--- config.mk ---
export PLATFORM = sky130hd
export DESIGN_NAME = controller_responder
export DESIGN_NICKNAME = d
export VERILOG_FILES = /design/src/rtl/controller_responder.sv
export SDC_FILE = /design/constraint.sdc
export NUM_CORES = 1
export LEC_CHECK = 0
export ABC_CLOCK_PERIOD_IN_PS = 3500
export CAP_MARGIN = 20
export CORE_MARGIN = 3
export CORE_UTILIZATION = 52
export CTS_CLUSTER_DIAMETER = 120
export CTS_CLUSTER_SIZE = 30
export DETAILED_ROUTE_END_ITERATION = 8
export PLACE_DENSITY = 0.81
export SETUP_SLACK_MARGIN = 0.1
export SYNTH_ARGS = -nofsm -noshare
export SYNTH_HDL_FRONTEND = slang
export SYNTH_SLANG_ARGS = --single-unit
--- constraint.sdc ---
create_clock -name clk -period 3.5 [get_ports clk]
set_input_delay 0.35 -clock clk [delete_from_list [all_inputs] [get_ports clk]]
set_output_delay 0.35 -clock clk [all_outputs]
set_load 0.01 [all_outputs]
--- src/rtl/controller_responder.sv ---
`default_nettype none
// ============================================================================
// Module      : controller_responder
// Description : Controller-side endpoint of the serial gamepad link. Captures
//               an 8-bit button word on the console latch and shifts it out
//               active-low on data_B, one bit per console clock rise.
//               Optional macro CONTROLLER_RESPONDER_DPAD_FILTER_EN clears
//               opposing d-pad pairs (up+down, left+right) on the load path.
// Revision    : 1.0 - initial release
// ============================================================================
module controller_responder #(
    parameter int   SYNC_STAGES = 2,
    parameter logic FILL_BIT    = 1'b0
) (
    input  logic       clk,
    input  logic       rst,
    input  logic [7:0] buttons_in,
    input  logic       controller_clk,
    input  logic       controller_latch,
    output logic       data_B,
    output logic [3:0] bits_sent,
    output logic       frame_done
);

    typedef enum logic [1:0] {
        S_IDLE  = 2'd0,
        S_LOAD  = 2'd1,
        S_SHIFT = 2'd2,
        S_DONE  = 2'd3
    } state_e;

    localparam logic [3:0] C_FRAME_BITS = 4'd8;

    logic [SYNC_STAGES-1:0] cclk_sync_q;
    logic [SYNC_STAGES-1:0] latch_sync_q;
    logic                   cclk_hist_q;
    logic                   latch_hist_q;

    logic cclk_sync;
    logic latch_sync;
    logic cclk_rise;
    logic latch_fall;

    state_e     state_q, state_d;
    // Bit 0 of the logical shift register lives inverted in data_q, so only
    // bits 7..1 are held here.
    logic [7:1] shift_q, shift_d;
    logic       data_q, data_d;
    logic [3:0] bits_q, bits_d;
    logic       done_q, done_d;

    logic [7:0] load_word;

`ifdef CONTROLLER_RESPONDER_DPAD_FILTER_EN
    always_comb begin
        load_word = buttons_in;
        if (buttons_in[4] && buttons_in[5]) begin
            load_word[5:4] = 2'b00;
        end
        if (buttons_in[6] && buttons_in[7]) begin
            load_word[7:6] = 2'b00;
        end
    end
`else
    assign load_word = buttons_in;
`endif

    always_ff @(posedge clk) begin
        if (rst) begin
            cclk_sync_q  <= '0;
            latch_sync_q <= '0;
            cclk_hist_q  <= 1'b0;
            latch_hist_q <= 1'b0;
        end else begin
            cclk_sync_q  <= {cclk_sync_q[SYNC_STAGES-2:0], controller_clk};
            latch_sync_q <= {latch_sync_q[SYNC_STAGES-2:0], controller_latch};
            cclk_hist_q  <= cclk_sync_q[SYNC_STAGES-1];
            latch_hist_q <= latch_sync_q[SYNC_STAGES-1];
        end
    end

    assign cclk_sync  = cclk_sync_q[SYNC_STAGES-1];
    assign latch_sync = latch_sync_q[SYNC_STAGES-1];
    assign cclk_rise  = cclk_sync & ~cclk_hist_q;
    assign latch_fall = latch_hist_q & ~latch_sync;

    always_ff @(posedge clk) begin
        if (rst) begin
            state_q <= S_IDLE;
            shift_q <= '0;
            data_q  <= 1'b1;
            bits_q  <= 4'd0;
            done_q  <= 1'b0;
        end else begin
            state_q <= state_d;
            shift_q <= shift_d;
            data_q  <= data_d;
            bits_q  <= bits_d;
            done_q  <= done_d;
        end
    end

    always_comb begin
        state_d = state_q;
        shift_d = shift_q;
        data_d  = data_q;
        bits_d  = bits_q;
        done_d  = 1'b0;

        if (latch_sync) begin
            // Transparent load every cycle the latch is high; clock rises lose.
            state_d = S_LOAD;
            shift_d = load_word[7:1];
            data_d  = ~load_word[0];
            bits_d  = 4'd0;
        end else begin
            case (state_q)
                S_IDLE, S_DONE: begin
                    if (cclk_rise) begin
                        shift_d = {FILL_BIT, shift_q[7:2]};
                        data_d  = ~shift_q[1];
                    end
                end
                S_LOAD, S_SHIFT: begin
                    if (state_q == S_LOAD && latch_fall) begin
                        state_d = S_SHIFT;
                    end
                    if (cclk_rise) begin
                        shift_d = {FILL_BIT, shift_q[7:2]};
                        data_d  = ~shift_q[1];
                        bits_d  = bits_q + 4'd1;
                        if (bits_q == C_FRAME_BITS - 4'd1) begin
                            done_d  = 1'b1;
                            state_d = S_DONE;
                        end
                    end
                end
                default: begin
                    state_d = S_IDLE;
                end
            endcase
        end
    end

    assign data_B     = data_q;
    assign bits_sent  = bits_q;
    assign frame_done = done_q;

endmodule
`default_nettype wire

==> impl_metrics.ini <==
[synth]
syn-num-nets = 114
ys_types = 26
yosysWarnings = 0
netlist_instances = 97
synth_top_cell_by_area = dfxtp_1
syn_avg_cell_area_um2 = 9.30
synthTopCellsByArea = dfxtp_1 (47%), ha_1 (6.9%), a311oi_1 (5.8%)
async_reset_ff_share_pct = 0
synth_top_cell_area_share_pct = 46.6
synth_seq_cells = 21
synth.yosys.seq_area_share_pct = 46.6
synth_ff_type = dfxtp_1
synth_edf_count = 0
synth_area_um2 = 902

[route]
drt-wirelength-per-cell_um = 12.7
met2_length_um = 755
drc = 0
vias_per_cell = 5.81
vias = 749
first_iter_violations = 12
antenna_left = 0
met3WireLength_um = 93
first_pass_iters = 4
top_layer = met4
wl_met1_um = 760
wirelength_mm = 1.64

[global_route]
grt.overflow.total = 0
grt_pass1_wl_mm = 2.56
grt_usage_pct = 16.8
grt_start_max_net_pins = 18
grt_pass1_vias = 610
grt_antenna_before_repair = 0

[power]
netSwitchingFraction_pct = 23.5
clockPowerShare_pct = 27.7
power_density_nw_per_um2 = 371
p_seq_share_pct = 61.9
fin_total_pwr_mw = 0.408
ir_worst_vdd_mv = 0.281
p_leak_nw = 0.378
p_int_mw = 0.312
power_switching_mw = 0.0960
p_comb_share_pct = 10.3

[sta]
finalCritPeriodShare_pct = 57.0
hold_slack_ns = 0.447
fmax_mhz = 502
setup_violations = 0
drv_slew = 0
period_minus_slack_ns = 1.99
slew_headroom_pct = 56.9
rsz0062_at_grt = no
tightest_slew_ns = 0.645
hold_violations = 0
finalSetupTns_ns = 0
finClkSkew_ns = 0.00491

[run_status]
run_status = complete, no violations

[cts]
root_buffer = clkbuf_4
clk_path_buf_depth = 2
cts_tree = done
postCtsHoldBufs = 0
clkTransAtPathRegs_ns = 0.10
postCtsSetupBuffers = 0
numCtsBuffers = 3
tritoncts_num_sinks = 21
htree_levels = 1
insertion_delay_ns = 0.31
cts_resized = 0

[layout]
nNetsFinal = 131
diodes = 0
drive_gt1_share_pct = 6.19
area_growth_syn_to_layout_pct = 21.9

[critical_path]
r2r_slack_ns = 1.51
worstPathArrival_ns = 2.18
r2r_start = state_q[1]
startpoint_type = flip-flop
crit_path_end_kind = flip-flop
criticalPathCategory = flip-flop to flip-flop
r2r_cells = 5
rr_endpoint = data_B
required_ns = 3.69
crit_fanout = 8

[placement]
port_buffers = 17
dp_hpwl_mm = 1.20
gp_congestion = 0.740

[min_path]
whs_endpoint = cclk_sync_q[1]
worstHoldPathType = flip-flop to flip-flop
whs_path_depth = 1
worst_hold_startpoint = cclk_sync_q[0]

[floorplanning]
die-area_um2 = 2270
chipHeight_um = 47.7
fp.dieW_um = 47.7
std_cell_rows = 14
core-area_um2 = 1580
pin_count = 18
start_util_pct = 57.2

[run]
maxCapViolations = 0
-- cell families after synthesis --
group	count (synthesis)	share of synthesized area, %
compound gates	21	17.2
xor+xnor	2	1.94
fa+ha+maj	5	6.93
buf+inv	9	3.88
flops	21	46.6
simple gates	39	23.4
-- Yosys cell counts, drive strengths merged (3+ instances only) --
cell,count
nand3,8
nor2b,6
dfxtp,21
a311oi,6
ha,5
clkbuf,3
nor2,11
a21oi,4
o21ai,8
nand2,3
inv,4
-- worst max-delay path by stage --
stage / startpoint / slack [ns] / cells after the start / endpoint
6_report: state_q[1] / 1.51 / 5 / data_B
5_1_grt: state_q[0] / 1.41 / 5 / data_B
4_1_cts: state_q[1] / 1.51 / 5 / data_B
3_5_place_dp: state_q[1] / 1.53 / 5 / data_B
3_3_place_gp: state_q[1] / 1.62 / 5 / data_B
2_1_floorplan: state_q[1] / 1.71 / 6 / data_B
-- critical path: stages, from the launching register on --
cell and delay, ns:
dfxtp_1 0.38, inv_1 0.09, ha_1 0.22, or4_1 0.72
a2111oi_4 0.39, a221oi_1 0.08
-- power by group through the flow --
stage / clock, mW / combinational, mW / sequential (mW)
6_report: 0.113 / 0.0422 / 0.253
3_5_place_dp: 0 / 0.0420 / 0.258
3_3_place_gp: 0 / 0.0408 / 0.258
2_1_floorplan: 0 / 0.0236 / 0.257
5_1_grt: 0.124 / 0.0463 / 0.254
4_1_cts: 0.116 / 0.0424 / 0.253
-- final cells by class --
| type | count | area (µm²) |
|---|---|---|
| repair buffers | 17 | 170 |
| clock inverters | 1 | 5.00 |
| inverters | 4 | 15.0 |
| clock buffers | 3 | 22.5 |
| fillers | 131 | 477 |
| multi-input cells | 67 | 447 |
| well taps | 16 | 20.0 |
| flip-flops and latches | 21 | 420 |
-- through the flow --
stage	util (%)	instances	worst slack, ns	instance area, µm²
after CTS	69.8	129	1.51	1100
final	69.8	129	1.51	1100
after global placement	68.0	125	1.62	1070
after global routing	69.8	129	1.41	1100
after floorplan	-	97	1.71	902
after detailed placement	68.0	125	1.53	1070
-- cells in the final DEF, fill, tap and decap left out, types with 2 or more instances in the layout --
| cell | synthesis | routed |
|---|---|---|
| clkbuf_4 | 0 | 3 |
| dfxtp_1 | 21 | 21 |
| ha_1 | 5 | 5 |
| a21oi_1 | 4 | 4 |
| or3_1 | 2 | 2 |
| nor2b_1 | 6 | 6 |
| nand2_1 | 3 | 3 |
| a311oi_1 | 6 | 6 |
| clkdlybuf4s50_1 | 0 | 17 |
| o21ai_0 | 8 | 8 |
| xor2_1 | 2 | 2 |
| inv_1 | 4 | 4 |
| nor2_1 | 11 | 11 |
| nand3_1 | 8 | 8 |
| nand4b_1 | 2 | 2 |
-- metal layers --
layer	global-route usage [%]	vias up
li1	-	378
met1	19.7	340
met2	27.3	25
met3	4.51	6
met4	9.68	0
met5	0	-
-- flip-flops by register name, summed over array words and instances, names as in the netlist --
register / cells
latch_sync_q: 2
shift_q: 7
latch_hist_q: 1
cclk_hist_q: 1
cclk_sync_q: 2
bits_sent: 4
frame_done: 1
state_q: 2
data_B: 1
Note: power is estimated with default switching activity, not from simulation.
